===== src/rtl/melody_pkg.sv =====
// melody_pkg: shared FSM states, note entry layout and timing constants for melody_player.
// GAP state exists only when MELODY_GAP_EN is defined.
package melody_pkg;
  localparam int US_PER_MS = 1000;
  typedef enum logic [2:0] {
    IDLE,
    LOAD,
    PLAY,
`ifdef MELODY_GAP_EN
    GAP,
`endif
    DONE
  } state_t;
  // Fields are wide enough for any HP_W/DUR_W up to 32; entries are zero-extended into them.
  typedef struct packed {
    logic [31:0] half_period;
    logic [31:0] duration;
  } note_t;
endpackage


===== src/rtl/tone_gen.sv =====
// tone_gen: square-wave generator toggling piezo every half_period us ticks; half_period 0 is a rest.
module tone_gen #(
  parameter int HP_W = 12
) (
  input  logic        clk,
  input  logic        reset,
  input  logic        tick,
  input  logic        clear,
  input  logic [31:0] half_period,
  output logic        piezo
);
  logic [HP_W-1:0] cnt;
  always_ff @(posedge clk or posedge reset) begin
    if (reset) begin
      cnt <= '0;
      piezo <= 1'b0;
    end else if (clear || half_period == 0) begin
      cnt <= '0;
      piezo <= 1'b0;
    end else if (tick) begin
      cnt <= 32'(cnt) + 32'd1 >= half_period ? '0 : cnt + 1'b1;
      piezo <= 32'(cnt) + 32'd1 >= half_period ? ~piezo : piezo;
    end
  end
endmodule


===== src/rtl/melody_player.sv =====
// melody_player: plays {half_period, duration} entries from a sequence RAM as a piezo square wave.
// Define MELODY_GAP_EN to insert GAP_MS ms of silence after every note.
module melody_player
  import melody_pkg::*;
#(
  parameter int DIV_US = 50,
  parameter int HP_W = 12,
  parameter int DUR_W = 10,
  parameter int DEPTH = 64
`ifdef MELODY_GAP_EN
  , parameter int GAP_MS = 20
`endif
) (
  input  logic                      clk,
  input  logic                      reset,
  input  logic                      start,
  input  logic                      stop,
  input  logic                      loop_en,
  input  logic [$clog2(DEPTH):0]    seq_len,
  input  logic                      wr_en,
  input  logic [$clog2(DEPTH)-1:0]  wr_addr,
  input  logic [HP_W+DUR_W-1:0]     wr_data,
  output logic                      piezo,
  output logic                      busy,
  output logic [$clog2(DEPTH)-1:0]  note_idx,
  output logic                      done
);
  localparam int AW = $clog2(DEPTH);
  localparam int UW = $clog2(DIV_US + 1);
  localparam int MW = $clog2(US_PER_MS);
`ifdef MELODY_GAP_EN
  localparam int GW = $clog2(GAP_MS + 1);
  localparam int CW = DUR_W > GW ? DUR_W : GW;
`else
  localparam int CW = DUR_W;
`endif
  state_t state, nxt, after;
  logic [UW-1:0] us_cnt;
  logic [MW-1:0] ms_cnt;
  logic [CW-1:0] cnt;
  logic [AW:0] len;
  logic [HP_W+DUR_W-1:0] mem [DEPTH];
  logic [HP_W+DUR_W-1:0] rd;
  note_t note;
  logic run, us_tick, ms_tick, play_end, last;
`ifdef MELODY_GAP_EN
  logic gap_end;
`endif
  assign note = '{half_period: 32'(rd[HP_W+DUR_W-1:DUR_W]), duration: 32'(rd[DUR_W-1:0])};
  assign busy = state != IDLE;
  assign done = state == DONE;
  always_comb begin
`ifdef MELODY_GAP_EN
    run = state == PLAY || state == GAP;
`else
    run = state == PLAY;
`endif
    us_tick = run && us_cnt >= UW'(DIV_US - 1);
    ms_tick = us_tick && ms_cnt >= MW'(US_PER_MS - 1);
    play_end = state == PLAY && ms_tick && 32'(cnt) + 32'd1 >= (note.duration == 0 ? 32'd1 : note.duration);
    last = {1'b0, note_idx} == len - 1'b1;
    after = last && !loop_en ? DONE : LOAD;
`ifdef MELODY_GAP_EN
    gap_end = state == GAP && ms_tick && 32'(cnt) + 32'd1 >= 32'(GAP_MS);
`endif
    nxt = state;
    case (state)
      IDLE: nxt = start ? LOAD : IDLE;
      LOAD: nxt = PLAY;
`ifdef MELODY_GAP_EN
      PLAY: nxt = play_end ? (GAP_MS == 0 ? after : GAP) : PLAY;
      GAP:  nxt = gap_end ? after : GAP;
`else
      PLAY: nxt = play_end ? after : PLAY;
`endif
      DONE: nxt = IDLE;
      default: nxt = IDLE;
    endcase
    if (stop) nxt = IDLE;
  end
  always_ff @(posedge clk or posedge reset) begin
    if (reset) begin
      state <= IDLE;
      us_cnt <= '0;
      ms_cnt <= '0;
      cnt <= '0;
      len <= '0;
      note_idx <= '0;
    end else begin
      state <= nxt;
      us_cnt <= !run || us_tick ? '0 : us_cnt + 1'b1;
      ms_cnt <= !run || ms_tick ? '0 : ms_cnt + MW'(us_tick);
      cnt <= nxt != state ? '0 : cnt + CW'(ms_tick);
      note_idx <= nxt == IDLE || state == IDLE ? '0 : nxt == LOAD ? (last ? '0 : note_idx + 1'b1) : note_idx;
      if (state == IDLE && nxt == LOAD)
        len <= seq_len == 0 || seq_len > (AW+1)'(DEPTH) ? (AW+1)'(DEPTH) : seq_len;
    end
  end
  // The read register only updates in LOAD, so a write to the playing entry shows up at its next LOAD.
  always_ff @(posedge clk) begin
    if (wr_en) mem[wr_addr] <= wr_data;
    if (state == LOAD) rd <= mem[note_idx];
  end
  tone_gen #(.HP_W(HP_W)) u_tone (
    .clk(clk),
    .reset(reset),
    .tick(us_tick),
    .clear(nxt != PLAY),
    .half_period(note.half_period),
    .piezo(piezo)
  );
endmodule


===== config.mk =====
export PLATFORM = sky130hd
export DESIGN_NAME = melody_player
export DESIGN_NICKNAME = d
export VERILOG_FILES = /design/src/rtl/melody_pkg.sv /design/src/rtl/tone_gen.sv /design/src/rtl/melody_player.sv
export SDC_FILE = /design/constraint.sdc
export NUM_CORES = 2
export LEC_CHECK = 0
export CORE_ASPECT_RATIO = 2
export CORE_MARGIN = 4
export CORE_UTILIZATION = 50
export CTS_BUF_LIST = sky130_fd_sc_hd__clkbuf_2
export DETAILED_ROUTE_END_ITERATION = 12
export PLACE_DENSITY_LB_ADDON = 0.2
export SLEW_MARGIN = 20
export SYNTH_ARGS = -nofsm -noshare
export SYNTH_HDL_FRONTEND = slang
export SYNTH_SLANG_ARGS = --single-unit
export TNS_END_PERCENT = 50

===== constraint.sdc =====
create_clock -name clk -period 8.2 [get_ports clk]
set_input_delay 0.82 -clock clk [delete_from_list [all_inputs] [get_ports clk]]
set_output_delay 0.82 -clock clk [all_outputs]
set_load 0.05 [all_outputs]

# Word level (Yosys, flattened, before mapping)
# Memories as Yosys holds them, arrays and structs flattened. A register that Yosys moved wholly into a read port is not among the register bits.
# Cells that the tools add are included.
# word_totals
mem_count,1
ramBits,1408
out_inout_bits,9
elab_cells,74
reg_bits,55
in_bits,41
# op_classes
eq_ne,7
magnitude_cmp,5
reduce_logical,23
bitwise,1
add_sub_neg,8
mux,21
# mem_list
name,depth,width,read_ports,rd_clocked_by_memory_dff,write_ports,line,source
mem,64,22,1,1,1,melody_player.sv:42,logic [HP_W+DUR_W-1:0] mem [DEPTH];
# op_table
op,n
32-bit logical NOT,2
12-bit 2-to-1 mux,3
32-bit by 12-bit >= comparator with 1-bit output,1
10-bit 2-to-1 mux,3
6-bit 2-to-1 mux,4
10-bit by 1-bit adder with 10-bit output,2
12-bit by 1-bit adder with 13-bit output (second input constant),1
12-bit by 1-bit adder with 12-bit output (second input constant),1
6-bit by 1-bit adder with 6-bit output (second input constant),2
10-bit by 1-bit adder with 11-bit output (second input constant),1
11-bit by 10-bit >= comparator with 1-bit output,1
10-bit >= comparator (second input constant),1
6-bit by 7-bit equality test with 1-bit output,1
7-bit greater-than comparator (second input constant),1
7-bit logical NOT,1
7-bit 2-to-1 mux,1
7-bit by 1-bit subtractor with 7-bit output (second input constant),1
3-bit by 1-bit equality test with 1-bit output (second input constant),2
3-bit by 2-bit equality test with 1-bit output (second input constant),2
6-bit >= comparator (second input constant),1
1-bit logical AND,6
3-bit logical NOT,2
1-bit 2-to-1 mux,6
2-bit case mux with 3 select lines,1
10 further kinds,18

# Logic depth before layout (Yosys ltp)
# logic_depth
word_depth,12
ltp_mapped,16
mapped_depth_nobuf,14

# Hierarchy
# Synthesis repeated with hierarchy kept, for this count alone.
# hier_totals
hier_cells,2704
area_unflattened_um2,58456.1
# by_module_without_submodules
module,cells_per_inst,area_per_inst_um2,n_inst,seq_area_each_um2
melody_player,2562,57191.1,1,43967.2
tone_gen,142,1265.0,1,325.3

# Worst setup path before layout
# OpenSTA, ideal clock, no wires.
# synth_timing
kind,input to register
start,in wr_addr[5]
end,mem mem[48][0] (netlist bit) (enable)
n_path_buf,1
t_arrival_ns,3.026
stages,4
slack_ns,4.746
required_ns,7.771
setup_time_ns,0.429
path_cell_list,clkbuf_1 nand3_1 or3_1 nor3_1
# synth_rtl
element,line,source
"start, declared",melody_player.sv:21,"input logic [$clog2(DEPTH)-1:0] wr_addr,"
"end, declared",melody_player.sv:42,
# Straight into the memory's write port.

# Worst setup path in the final report
# layout_timing
start,reg note_idx[2]
end,out note_idx[2]
# layout_rtl
element,line,source
"start, declared",melody_player.sv:25,"output logic [$clog2(DEPTH)-1:0] note_idx,"
"start signal, assigned",melody_player.sv:94,note_idx <= nxt == IDLE || state == IDLE ? '0 : nxt == LOAD ? (last ? '0 : note_idx + 1'b1) : note_idx;
# No word-level cell between the ends.

==> metrics <==
Worst-Skew Late Latency=approximately 1.6 ns; Die W=approximately 250 µm; root buffer cell=clkbuf_2; CTS tree=done; Residual DRC=0; # IOs=50; ys async rst share=0.0364; skew final=between 0.1 and 0.15 ns; cell with the most instances after synthesis=edfxtp_1; Hold Buf Count CTS=38; RSZ-0062 raised after global routing=no; Area after DPL=slightly above 60,000 µm²; P_leak=slightly below 20 nW; post-route ant nets=0; vias per cell=approximately 6; Worst path top cell family by delay=flip-flops; clock sink total=1,484; ys flop type=edfxtp_1; Layout Cells excl Fill=4,649; PwrDens=roughly 200 nW/µm²; Syn Nets=about 2,600; Port Buffer Count=49; number of global-route vias before repair=slightly above 30,000; CP max FO=31; outcome=complete, no violations; fill cell count=a little under 9,000; GP Congestion=about 0.83; HPWL Detailed=83.2 mm; max-cap viol count=0; full die area=around 120,000 µm²; Setup TNS Final=0 ns; most common library cells after synthesis=1,430 x edfxtp_1, 462 x mux4_2, 113 x nor2_1; synth top area cells=edfxtp_1 74%, mux4_2 18%, dfrtp_1 2.3%; WL per Instance=around 32 µm; total clock buffers created by CTS=between 300 and 400; Layout Utilization=0.555; post-route cell area=approximately 64,000 µm²; Final Net Count=approximately 3,000; Final Slew Violations=0; Total GRT Usage=0.245; drt pass-1 iters=7; core area=115,000 µm²; cell count after synthesis=between 2,000 and 3,000; crit end category=output port; Rows=around 180; Max Clock Freq=about 0.23 GHz; Die Y=a little under 500 µm; setup repair bufs after CTS=0; HP Class=in -> reg; CP Launch Type=register; via count=around 28,000; critical path arrival=about 3.5 ns; post-route setup slack=between 3 and 4 ns; total grt overflow=0; critical path's slowest cell=dfrtp_4; Setup WS pre-CTS=4.08 ns; synthesized flop and latch total=roughly 1,500; period utilisation layout=0.524; Synth-to-Final Area Change=10.2%; final period demand of the worst path=~4.3 ns; Seq/Total Area, Yosys=0.765; largest net degree at the start of global routing=~160; Starting Density=0.504; Max IR drop VDD=about 0.00013 V; total power=~13 mW; maximum root-to-sink buffer count=4; share of cells above drive strength 1=0.369; htree depth=5; Post-synth EDFFs=between 1,000 and 1,500; Yosys top cell by area=edfxtp_1; Worst slew margin=0.278; syn_area_per_cell=~23 µm²; Worst Path Buf+Inv=1; Synth Warn #=0; first-pass GRT wire length=211 mm; synthesized cell area=between 50,000 and 60,000 µm²; Post-Route WL=around 150 mm; hold_ws=around 0.24 ns; initial antenna violation count=6; Resized cells post-CTS=0; CP peak stage delay=0.96 ns; worst-margin pin slew=1.08 ns; Worst-path clk slew=~0.12 ns; Iteration-0 DRC Markers=between 2,000 and 3,000; post-synth cell types=56; worst-path cell chain=clkdlybuf4s50_1; CP required=7.38 ns; Inst Count DP=just over 4,000; WS Path Type=reg -> out; final setup vio count=0; Fin. Hold Viols=0; top cell type's share of synthesized area=0.741
==> power breakdown <==
part | total, mW | internal (mW) | switching [mW]
registers | 8.39 | 8.36 | 0.0310
logic | 0.317 | 0.0835 | 0.234
clock network | 4.32 | 1.56 | 2.76
total | 13.0 | 10.0 | 3.02
==> layout by cell type, fill, tap and decap left out, types with 4 or more instances in the layout <==
master           instances
a21oi_1                 10
a21oi_2                  9
and3_1                   5
buf_12                   7
buf_2                   14
buf_4                   92
clkbuf_2               462
clkdlybuf4s50_1         27
clkinv_1                60
clkinv_2                19
dfrtp_1                 49
dfrtp_4                  4
diode_2                  4
dlygate4sd3_1           38
edfxtp_1              1430
ha_1                    33
inv_1                   39
inv_2                    5
mux4_2                 462
nand2_1                 50
nand2b_1                 9
nand3_1                 36
nand3b_1                 4
nand4_1                  6
nor2_1                  51
nor2_2                  63
nor2b_1                  7
nor3_1                   5
nor4_1                   7
o21ai_0                 27
or3_1                    8
xnor2_1                 26
xor2_1                  19
==> sequential cells by signal, summed over array words and instances, names as in the netlist, 6 cells and up <==
signal,cells
u_tone.cnt,12
mem,1408
us_cnt,6
cnt,10
note_idx,6
len,7
rd,22
ms_cnt,10
==> layout make-up <==
class                           count  area (µm²)  share of cell area
Multi-Input combinational cell    881       13200               0.206
Antenna cell                        4        10.0            0.000157
Timing Repair Buffer              179        1580              0.0247
Sequential cell                  1484       44300               0.694
Clock buffer                      462        2310              0.0362
Tap cell                         1513        1890              0.0297
Inverter                           42         158             0.00247
Clock inverter                     84         395             0.00619
==> worst paths after layout <==
check	cells past startpoint	start	slack, ns	endpoint
worst max-delay path	1	note_idx[2]	3.90	note_idx[2]
worst min-delay path	4	start	0.24	state[0]
worst max register to register	5	note_idx[1]	4.16	rd[6]
worst min register to register	2	us_cnt[5]	0.53	us_cnt[5]
max in group asynchronous	4	reset	7.28	u_tone.cnt[3]
min in group asynchronous	4	reset	0.29	cnt[9]
==> metal layers <==
| metal | track usage | wire (µm) | up-vias | share of wire |
|---|---|---|---|---|
| li1 | - | - | 11620 | - |
| met1 | 0.285 | 51300 | 15146 | 0.35 |
| met2 | 0.448 | 80700 | 1204 | 0.55 |
| met3 | 0.0440 | 8730 | 241 | 0.059 |
| met4 | 0.101 | 6150 | 2 | 0.042 |
| met5 | 0 | 13 | - | 0.000088 |
==> cell families (layout without fill, tap and decap cells) <==
logic type,Yosys count,count (layout),synth area share
multiplexers,462,462,0.180
AND/OR/NAND/NOR,268,268,0.0217
adder cells (fa/ha/maj),33,33,0.00713
other,0,4,0
flip-flops,1484,1484,0.765
buffers and inverters,168,767,0.0111
XOR/XNOR,45,45,0.00680
AO/OA/AOI/OAI,73,73,0.00911
==> worst min-delay path, stage by stage <==
cell and delay, ns:
clkdlybuf4s50_1 0.46, nand2_1 0.05, a21o_1 0.31, inv_2 0.11
Power figures use the tool's default switching activity.
